--- src/rtl/jtvigil_romarb.sv ---
`default_nettype none
// +----------------------------------------------------------------------------+
// | Module      : jtvigil_romarb                                               |
// | Description : Shares one 16-bit SDRAM read port between the main CPU, the  |
// |               sound CPU and the scroll-graphics fetcher. Each requester    |
// |               has a one-word cache. A starvation counter guarantees the    |
// |               sound CPU a grant after three pass-overs.                    |
// | Ports       : clk/rst_n        clock, async active-low reset               |
// |               dwnld            ROM download: flush caches, block grants    |
// |               main_*           main CPU byte port (18-bit addr, 8-bit data)|
// |               snd_*            sound CPU byte port (15-bit addr, 8-bit)    |
// |               gfx_*            gfx word port (17-bit addr, 16-bit data)    |
// |               sdram_*          request/ack/data-strobe SDRAM read port     |
// | Revision    : 1.0 - initial release                                        |
// +----------------------------------------------------------------------------+
module jtvigil_romarb #(
   parameter logic [21:0] MAIN_OFFSET = 22'h00000,
   parameter logic [21:0] SND_OFFSET  = 22'h10000,
   parameter logic [21:0] GFX_OFFSET  = 22'h20000
) (
   input  logic        clk,
   input  logic        rst_n,
   input  logic        dwnld,
   input  logic        main_cs,
   input  logic [17:0] main_addr,
   output logic [7:0]  main_dout,
   output logic        main_ok,
   input  logic        snd_cs,
   input  logic [14:0] snd_addr,
   output logic [7:0]  snd_dout,
   output logic        snd_ok,
   input  logic        gfx_cs,
   input  logic [16:0] gfx_addr,
   output logic [15:0] gfx_dout,
   output logic        gfx_ok,
   output logic        sdram_req,
   output logic [21:0] sdram_addr,
   input  logic        sdram_ack,
   input  logic        sdram_dst,
   input  logic [15:0] sdram_data
);

   localparam logic [1:0] ST_IDLE = 2'd0;
   localparam logic [1:0] ST_WACK = 2'd1;
   localparam logic [1:0] ST_WDST = 2'd2;

   localparam logic [1:0] OWN_MAIN = 2'd0;
   localparam logic [1:0] OWN_SND  = 2'd1;
   localparam logic [1:0] OWN_GFX  = 2'd2;

   logic [1:0]  state_q, state_d;
   logic [1:0]  owner_q, owner_d;
   logic [16:0] lat_addr_q, lat_addr_d;
   logic        req_q, req_d;
   logic [21:0] addr_q, addr_d;
   logic [1:0]  snd_wait_q, snd_wait_d;

   logic [16:0] main_tag_q, gfx_tag_q;
   logic [13:0] snd_tag_q;
   logic [15:0] main_data_q, snd_data_q, gfx_data_q;
   logic        main_valid_q, snd_valid_q, gfx_valid_q;

   logic [16:0] main_word;
   logic [13:0] snd_word;
   logic        main_hit, snd_hit, gfx_hit;
   logic        main_miss, snd_miss, gfx_miss;
   logic        gnt_main, gnt_snd, gnt_gfx;
   logic        cache_wr;

   assign main_word = main_addr[17:1];
   assign snd_word  = snd_addr[14:1];

   assign main_hit  = main_cs && main_valid_q && (main_tag_q == main_word);
   assign snd_hit   = snd_cs  && snd_valid_q  && (snd_tag_q  == snd_word);
   assign gfx_hit   = gfx_cs  && gfx_valid_q  && (gfx_tag_q  == gfx_addr);
   assign main_miss = main_cs && !main_hit;
   assign snd_miss  = snd_cs  && !snd_hit;
   assign gfx_miss  = gfx_cs  && !gfx_hit;

   assign main_ok   = main_hit;
   assign snd_ok    = snd_hit;
   assign gfx_ok    = gfx_hit;
   assign main_dout = main_addr[0] ? main_data_q[15:8] : main_data_q[7:0];
   assign snd_dout  = snd_addr[0]  ? snd_data_q[15:8]  : snd_data_q[7:0];
   assign gfx_dout  = gfx_data_q;

   assign sdram_req  = req_q;
   assign sdram_addr = addr_q;

   // Data strobes outside WAIT_DST are stale or illegal and must not touch the caches.
   assign cache_wr = (state_q == ST_WDST) && sdram_dst;

   // Grant selection: gfx > main > snd, except that a sound CPU passed over
   // three times in a row takes the next slot.
   always_comb begin
      gnt_main = 1'b0;
      gnt_snd  = 1'b0;
      gnt_gfx  = 1'b0;
      if (state_q == ST_IDLE && !dwnld) begin
         if (snd_miss && snd_wait_q == 2'd3) gnt_snd  = 1'b1;
         else if (gfx_miss)                  gnt_gfx  = 1'b1;
         else if (main_miss)                 gnt_main = 1'b1;
         else if (snd_miss)                  gnt_snd  = 1'b1;
      end
   end

   always_comb begin
      state_d    = state_q;
      owner_d    = owner_q;
      lat_addr_d = lat_addr_q;
      req_d      = req_q;
      addr_d     = addr_q;
      snd_wait_d = snd_wait_q;

      if (!snd_cs || gnt_snd) begin
         snd_wait_d = 2'd0;
      end else if ((gnt_gfx || gnt_main) && snd_miss && snd_wait_q != 2'd3) begin
         snd_wait_d = snd_wait_q + 2'd1;
      end

      case (state_q)
         ST_IDLE: begin
            if (gnt_gfx) begin
               owner_d    = OWN_GFX;
               lat_addr_d = gfx_addr;
               addr_d     = GFX_OFFSET + {5'd0, gfx_addr};
            end else if (gnt_main) begin
               owner_d    = OWN_MAIN;
               lat_addr_d = main_word;
               addr_d     = MAIN_OFFSET + {5'd0, main_word};
            end else if (gnt_snd) begin
               owner_d    = OWN_SND;
               lat_addr_d = {3'd0, snd_word};
               addr_d     = SND_OFFSET + {8'd0, snd_word};
            end
            if (gnt_gfx || gnt_main || gnt_snd) begin
               req_d   = 1'b1;
               state_d = ST_WACK;
            end
         end
         ST_WACK: begin
            if (sdram_ack) begin
               req_d   = 1'b0;
               state_d = ST_WDST;
            end
         end
         ST_WDST: begin
            if (sdram_dst) state_d = ST_IDLE;
         end
         default: state_d = ST_IDLE;
      endcase
   end

   always_ff @(posedge clk or negedge rst_n) begin
      if (!rst_n) begin
         state_q      <= ST_IDLE;
         owner_q      <= OWN_MAIN;
         lat_addr_q   <= 17'd0;
         req_q        <= 1'b0;
         addr_q       <= 22'd0;
         snd_wait_q   <= 2'd0;
         main_tag_q   <= 17'd0;
         snd_tag_q    <= 14'd0;
         gfx_tag_q    <= 17'd0;
         main_data_q  <= 16'd0;
         snd_data_q   <= 16'd0;
         gfx_data_q   <= 16'd0;
         main_valid_q <= 1'b0;
         snd_valid_q  <= 1'b0;
         gfx_valid_q  <= 1'b0;
      end else begin
         state_q    <= state_d;
         owner_q    <= owner_d;
         lat_addr_q <= lat_addr_d;
         req_q      <= req_d;
         addr_q     <= addr_d;
         snd_wait_q <= snd_wait_d;

         // Data is stored regardless of whether the owner still wants it;
         // the tag compare keeps ok low if its address moved on.
         if (cache_wr) begin
            case (owner_q)
               OWN_MAIN: begin
                  main_tag_q  <= lat_addr_q;
                  main_data_q <= sdram_data;
               end
               OWN_SND: begin
                  snd_tag_q  <= lat_addr_q[13:0];
                  snd_data_q <= sdram_data;
               end
               default: begin
                  gfx_tag_q  <= lat_addr_q;
                  gfx_data_q <= sdram_data;
               end
            endcase
         end

         // A download rewrites the ROM, so nothing fetched during it can be trusted.
         if (dwnld) begin
            main_valid_q <= 1'b0;
            snd_valid_q  <= 1'b0;
            gfx_valid_q  <= 1'b0;
         end else if (cache_wr) begin
            case (owner_q)
               OWN_MAIN: main_valid_q <= 1'b1;
               OWN_SND:  snd_valid_q  <= 1'b1;
               default:  gfx_valid_q  <= 1'b1;
            endcase
         end
      end
   end

endmodule
`default_nettype wire

--- config.mk ---
export PLATFORM = sky130hd
export DESIGN_NAME = jtvigil_romarb
export DESIGN_NICKNAME = d
export VERILOG_FILES = /design/src/rtl/jtvigil_romarb.sv
export SDC_FILE = /design/constraint.sdc
export NUM_CORES = 1
export LEC_CHECK = 0
export BUFFER_PORTS_ARGS = -buffer_cell sky130_fd_sc_hd__buf_4
export CORE_MARGIN = 2
export CORE_UTILIZATION = 54
export DETAILED_ROUTE_END_ITERATION = 8
export PLACE_DENSITY = 0.84
export SLEW_MARGIN = 10
export SYNTH_ARGS = -nofsm -noshare
export SYNTH_HDL_FRONTEND = slang
export SYNTH_SLANG_ARGS = --single-unit
--- constraint.sdc ---
create_clock -name clk -period 3 [get_ports clk]
set_clock_uncertainty 0.05 [all_clocks]
set_input_delay 0.6 -clock clk [delete_from_list [all_inputs] [get_ports clk]]
set_output_delay 0.6 -clock clk [all_outputs]
set_load 0.05 [all_outputs]
Yosys cells after proc, flatten, opt, wreduce, memory -nomap -nowiden
Index checks and enable logic that the tools add are counted.

Bits in latches: 0. Bits of input ports: 74. Output and inout port bits: 58. Memories: 0. RAM bits: 0. Word-level logic and storage cells: 112. Memory bits (read-only): 0. Register bits: 145.

Shift-type cells: 0. Bitwise gates (word level): 1. Muxes and demuxes: 41. $mul: 0. Add/subtract/negate cells: 3. Eq/ne operators: 12. $lt $le $gt $ge: 0. Reductions and logical operators: 40. Divide/modulo/power cells: 0.

Operators with widths (count): two-way mux 22 bit (3); two-way mux 17 bit (3); == test 17 bit (2); two-way mux 1 bit (23); adder 18 x 17 -> 19 bit, first input constant (1); adder 17 x 14 -> 18 bit, first input constant (1); two-way mux 2 bit (8); two-way mux 8 bit (2); == test 14 bit (1); logical AND 1 bit (14); AND reduction 2 bit (7); nonzero test 2 bit (5); inequality test 2 bit, second input constant (3); one-hot mux 2 bit (3 select lines) (1); AND reduction 3 bit (2); zero test 1 bit (5); == test 2 x 1 -> 1 bit, second input constant (2); == test 2 bit, second input constant (2); zero test 2 bit (2); inequality test 2 x 1 -> 1 bit, second input constant (2); logical OR 1 bit (3); nonzero test 3 bit (1); adder 2 x 1 -> 2 bit, second input constant (1); one-hot mux 1 bit (2 select lines) (1); other kinds (2) (2).

Logic depth before layout (Yosys ltp)
Depth in word-level cells: 13. Mapped depth: 9. Gate-level depth less buffers: 7.

Worst setup path after synthesis
OpenSTA, ideal clock, no wires.

Path type: input to output. Start: input gfx_addr[12]. End: output gfx_ok. Stages: 4. Buffers on the path: 0. Arrival time: 2.736 ns. Data required time: 2.350 ns. Path slack: -0.386 ns. Cell sequence: xor2_1 > nor4_1 > nand3_1 > nor4_1.

Word-level cells in the longest chain between the ends: 2.

RTL lines: start: declaration (RTL line 33) `input logic [16:0] gfx_addr,`; == test 17 bit (RTL line 75) `assign gfx_hit = gfx_cs && gfx_valid_q && (gfx_tag_q == gfx_addr);`; logical AND 1 bit (RTL line 75); end: declaration (RTL line 35) `output logic gfx_ok,`.

No other way between the ends.

Worst setup path in the final report
Start: register gfx_tag_q[14]. End: output gfx_ok.

Word-level cells in the longest chain between the ends: 2.

RTL lines: start: declaration (RTL line 58) `logic [16:0] main_tag_q, gfx_tag_q;`; start signal: assignment (RTL line 192) `gfx_tag_q <= lat_addr_q;`; == test 17 bit (RTL line 75); logical AND 1 bit (RTL line 75).

No other way between the ends.

==> metrics.log <==
[metrics] run status: finished clean
[metrics] number of max-capacitance violations reported: 0
[metrics] most used flip-flop cell after synthesis: sky130_fd_sc_hd__dfrtp_1
[metrics] average wire per cell in the routed design: between 15 and 20 um
[metrics] CTS buffer count: 17
[metrics] Sinks on Clock Net: 124
[metrics] netlist area before placement: just under 0.006 sq mm
[metrics] final hold vios: 0
[metrics] post-detailed-placement half-perimeter wirelength: 9870 um
[metrics] total power density per cell area: ~1100 mW/mm^2
[metrics] top-area cell type share of the netlist area: a little over half
[metrics] path type of the worst min-delay path: input pin to asynchronous set/reset pin
[metrics] fraction of layout instances using a drive strength above 1: about 51%
[metrics] largest fanout on the critical path: 2
[metrics] RD Place Congestion: roughly 0.89
[metrics] final hold slack: 0.0685 ns
[metrics] number of DRC markers in iteration 0: 234
[metrics] buffers added on ports: between 100 and 150
[metrics] total chip power: roughly 8.2 mW
[metrics] critical-path cell with the highest stage delay: sky130_fd_sc_hd__dfrtp_1
[metrics] Final Net Count: between 600 and 700
[metrics] Peak supply drop: 0.000718 V
[metrics] Worst setup EP type: output pin
[metrics] share of synthesized area occupied by flip-flops and latches: 53.1%
[metrics] Critical Path RT: 2.35 ns
[metrics] cell row count: 37
[metrics] insertion delay of the later-clocked pin in the worst-skew pair: between 0.5 and 0.6 ns
[metrics] Via-to-Cell Ratio: ~5.6
[metrics] flip-flop and latch count after synthesis: between 100 and 150
[metrics] effective utilization at floorplan: 56.1%
[metrics] cell class contributing the biggest share of worst-path delay: simple AND/OR/NAND/NOR gates
[metrics] Slowest Stage Delay on Critical Path: ~0.4 ns
[metrics] final count of negative-setup-slack endpoints: 0
[metrics] largest cells by area after synthesis: sky130_fd_sc_hd__dfrtp_1, sky130_fd_sc_hd__mux2_2, sky130_fd_sc_hd__xor2_1
[metrics] Longest Clk Path Bufs: 2
[metrics] first-pass GRT wire length: approximately 22,000 um
[metrics] Final Cell Area: between 0.007 and 0.008 sq mm
[metrics] number of hold-repair buffers added at the cts stage: 0
[metrics] max-slew headroom at the worst pin: between 40% and 50%
[metrics] post-synthesis cell type count: 41
[metrics] worst path cell trace: xor2_1 -> nor4_2 -> nand3_1 -> nor4_2 -> buf_4
[metrics] die outline width: between 100 and 150 um
[metrics] synthesized area divided by synthesized cell count: around 13 sq um
[metrics] most used standard cell by instance count after synthesis: sky130_fd_sc_hd__dfrtp_1
[metrics] Vias: ~4,100
[metrics] sort of element at the start of the critical path: flop
[metrics] Arrival @ worst endpoint: roughly 2.3 ns
[metrics] Final Slew Violations: 0
[metrics] most common cell type on the critical path: sky130_fd_sc_hd__nor4_2
[metrics] area growth from synthesis to final layout: 28.3%
[metrics] buffering stage count on the worst path with inverters included: 1
[metrics] io pins: roughly 130
[metrics] cell accounting for the most synthesized area: sky130_fd_sc_hd__dfrtp_1
[metrics] number of nets still failing antenna checks after routing: 0
[metrics] share of the core filled with cells in the final layout: 72.0%
[metrics] portion of the clock cycle consumed by the worst path in the final layout: a little under 100%
[metrics] core outline area: about 0.010 sq mm
[metrics] total wire length after detailed routing: around 14,000 um
[metrics] transition time of the tightest slew-check pin: just under 0.8 ns
[metrics] clock tree from TritonCTS: built
[metrics] Fill cells: between 600 and 700
[metrics] count of flip-flops with a built-in enable after synthesis: 0
[metrics] GRT Resource Usage Total: between 20 and 30%
[metrics] number of cells produced by synthesis: ~460
[metrics] fin crit period: 2.93 ns
[metrics] die height: roughly 110 um
[metrics] H-tree depth reported by CTS: 4
[metrics] maximum clock frequency: between 0.3 and 0.4 GHz
[metrics] area of the die: about 0.012 sq mm
[metrics] Leak Pwr: ~3.7 nW
[metrics] ant diodes: 0
[metrics] vias in the first global route: about 4,400
[metrics] detailed-router iteration count before antenna repair: 4
[metrics] Remaining DRCs: 0
[metrics] clock root buffer master: sky130_fd_sc_hd__clkbuf_8
[metrics] clock edge transition at the registers on the reported setup and hold paths: about 0.060 ns
[metrics] sum of overflow across all layers after global routing: 0
[metrics] number of warnings issued by yosys: 0
[metrics] list of most frequent post-synthesis cells: sky130_fd_sc_hd__dfrtp_1, sky130_fd_sc_hd__mux2_2, sky130_fd_sc_hd__xor2_1
[metrics] share of flip-flops with an asynchronous set or reset: 100%
[metrics] maximum number of pins on one net before global-route repair: 58
[metrics] antenna violations before repair: 0
[metrics] start-to-end type of the worst setup path: flop to output pin
[metrics] placed standard-cell area: just under 0.007 sq mm
-- stage by stage --
step           cells  setup TNS (ns)  setup slack, ns
6_report         735               0           0.0666
5_1_grt          735         -0.0326          -0.0326
4_1_cts          735               0          0.00492
3_5_place_dp     703               0           0.0875
3_3_place_gp     703               0            0.153
2_1_floorplan    465               0            0.164
-- layout by cell type (no fill, tap or decap), drive strengths merged, types with 14 or more instances in the layout --
cell    Yosys  routed
dfrtp     124     124
o22ai      14      14
mux2      112     112
o31ai      14      14
inv        11      17
buf        31     143
nand2      26      26
nor2       19      19
xor2       40      40
clkbuf     10      18
-- state kept, by name, summed over array words and instances (netlist names), 14 cells and up --
signal       cells
main_tag_q      17
gfx_dout        16
gfx_tag_q       17
lat_addr_q      17
main_data_q     16
snd_data_q      16
snd_tag_q       14
-- layer usage --
metal	GRT usage (%)	share of wire [%]	wire (um)	vias to the layer above
met2	41.6	49	6850	160
met1	32.2	42	5810	2072
li1	-	-	-	1860
met5	0	0	0	-
met3	6.63	6.9	970	32
met4	10.4	2.5	349	0
-- where the power goes --
part	switching [mW]	internal (mW)	leakage, nW	total, mW
clock network	0.787	1.20	0.270	1.99
registers	0.517	2.37	1.59	2.89
logic	2.02	1.33	1.82	3.36
total	3.32	4.90	3.67	8.23
-- worst paths after layout --
check	startpoint	end	slack (ns)	depth (start not counted)
worst max-delay path	gfx_tag_q[14]$_DFFE_PN0P_	gfx_ok	0.07	5
worst min-delay path	rst_n	lat_addr_q[12]$_DFFE_PN0P_	0.07	1
worst max register to register	gfx_tag_q[14]$_DFFE_PN0P_	lat_addr_q[7]$_DFFE_PN0P_	0.40	8
worst min register to register	sdram_req$_DFFE_PN0P_	sdram_req$_DFFE_PN0P_	0.44	2
max in group asynchronous	rst_n	lat_addr_q[4]$_DFFE_PN0P_	2.08	2
min in group clk	dwnld	snd_valid_q$_DFFE_PN0P_	0.22	2
-- layout make-up --
type	count	area (sq um)	share of cell area (%)
clock buffer	18	418	5.57
clock inverter	14	160	2.14
inverter	11	41.3	0.550
multi-input combinational	289	2500	33.3
tap	136	170	2.27
sequential	124	3100	41.4
timing repair buffer	143	1110	14.8
-- worst register-to-register path, stage by stage (launching register included) --
cell and delay (ns):
sky130_fd_sc_hd__dfrtp_1 0.39, sky130_fd_sc_hd__xor2_1 0.15, sky130_fd_sc_hd__nor4_2 0.37, sky130_fd_sc_hd__nand3_1 0.24
sky130_fd_sc_hd__o41ai_4 0.37, sky130_fd_sc_hd__or3b_1 0.49, sky130_fd_sc_hd__buf_4 0.23, sky130_fd_sc_hd__nor2_1 0.12
sky130_fd_sc_hd__o31ai_1 0.07
-- repair_timing --
item / CTS / global route
buffers inserted: 0 / 0
setup endpoints to repair: 0 / 2
gates resized for setup: 0 / 4
-- cells by family after synthesis --
kind of cell	share of synthesized area (%)
mux	21.6
buf+inv	5.24
compound gates	6.40
simple gates	6.12
xor+xnor	7.34
flops	53.1
fa+ha+maj	0.214
other cells	0.0641
No activity file was read; power rests on OpenSTA's default activity.
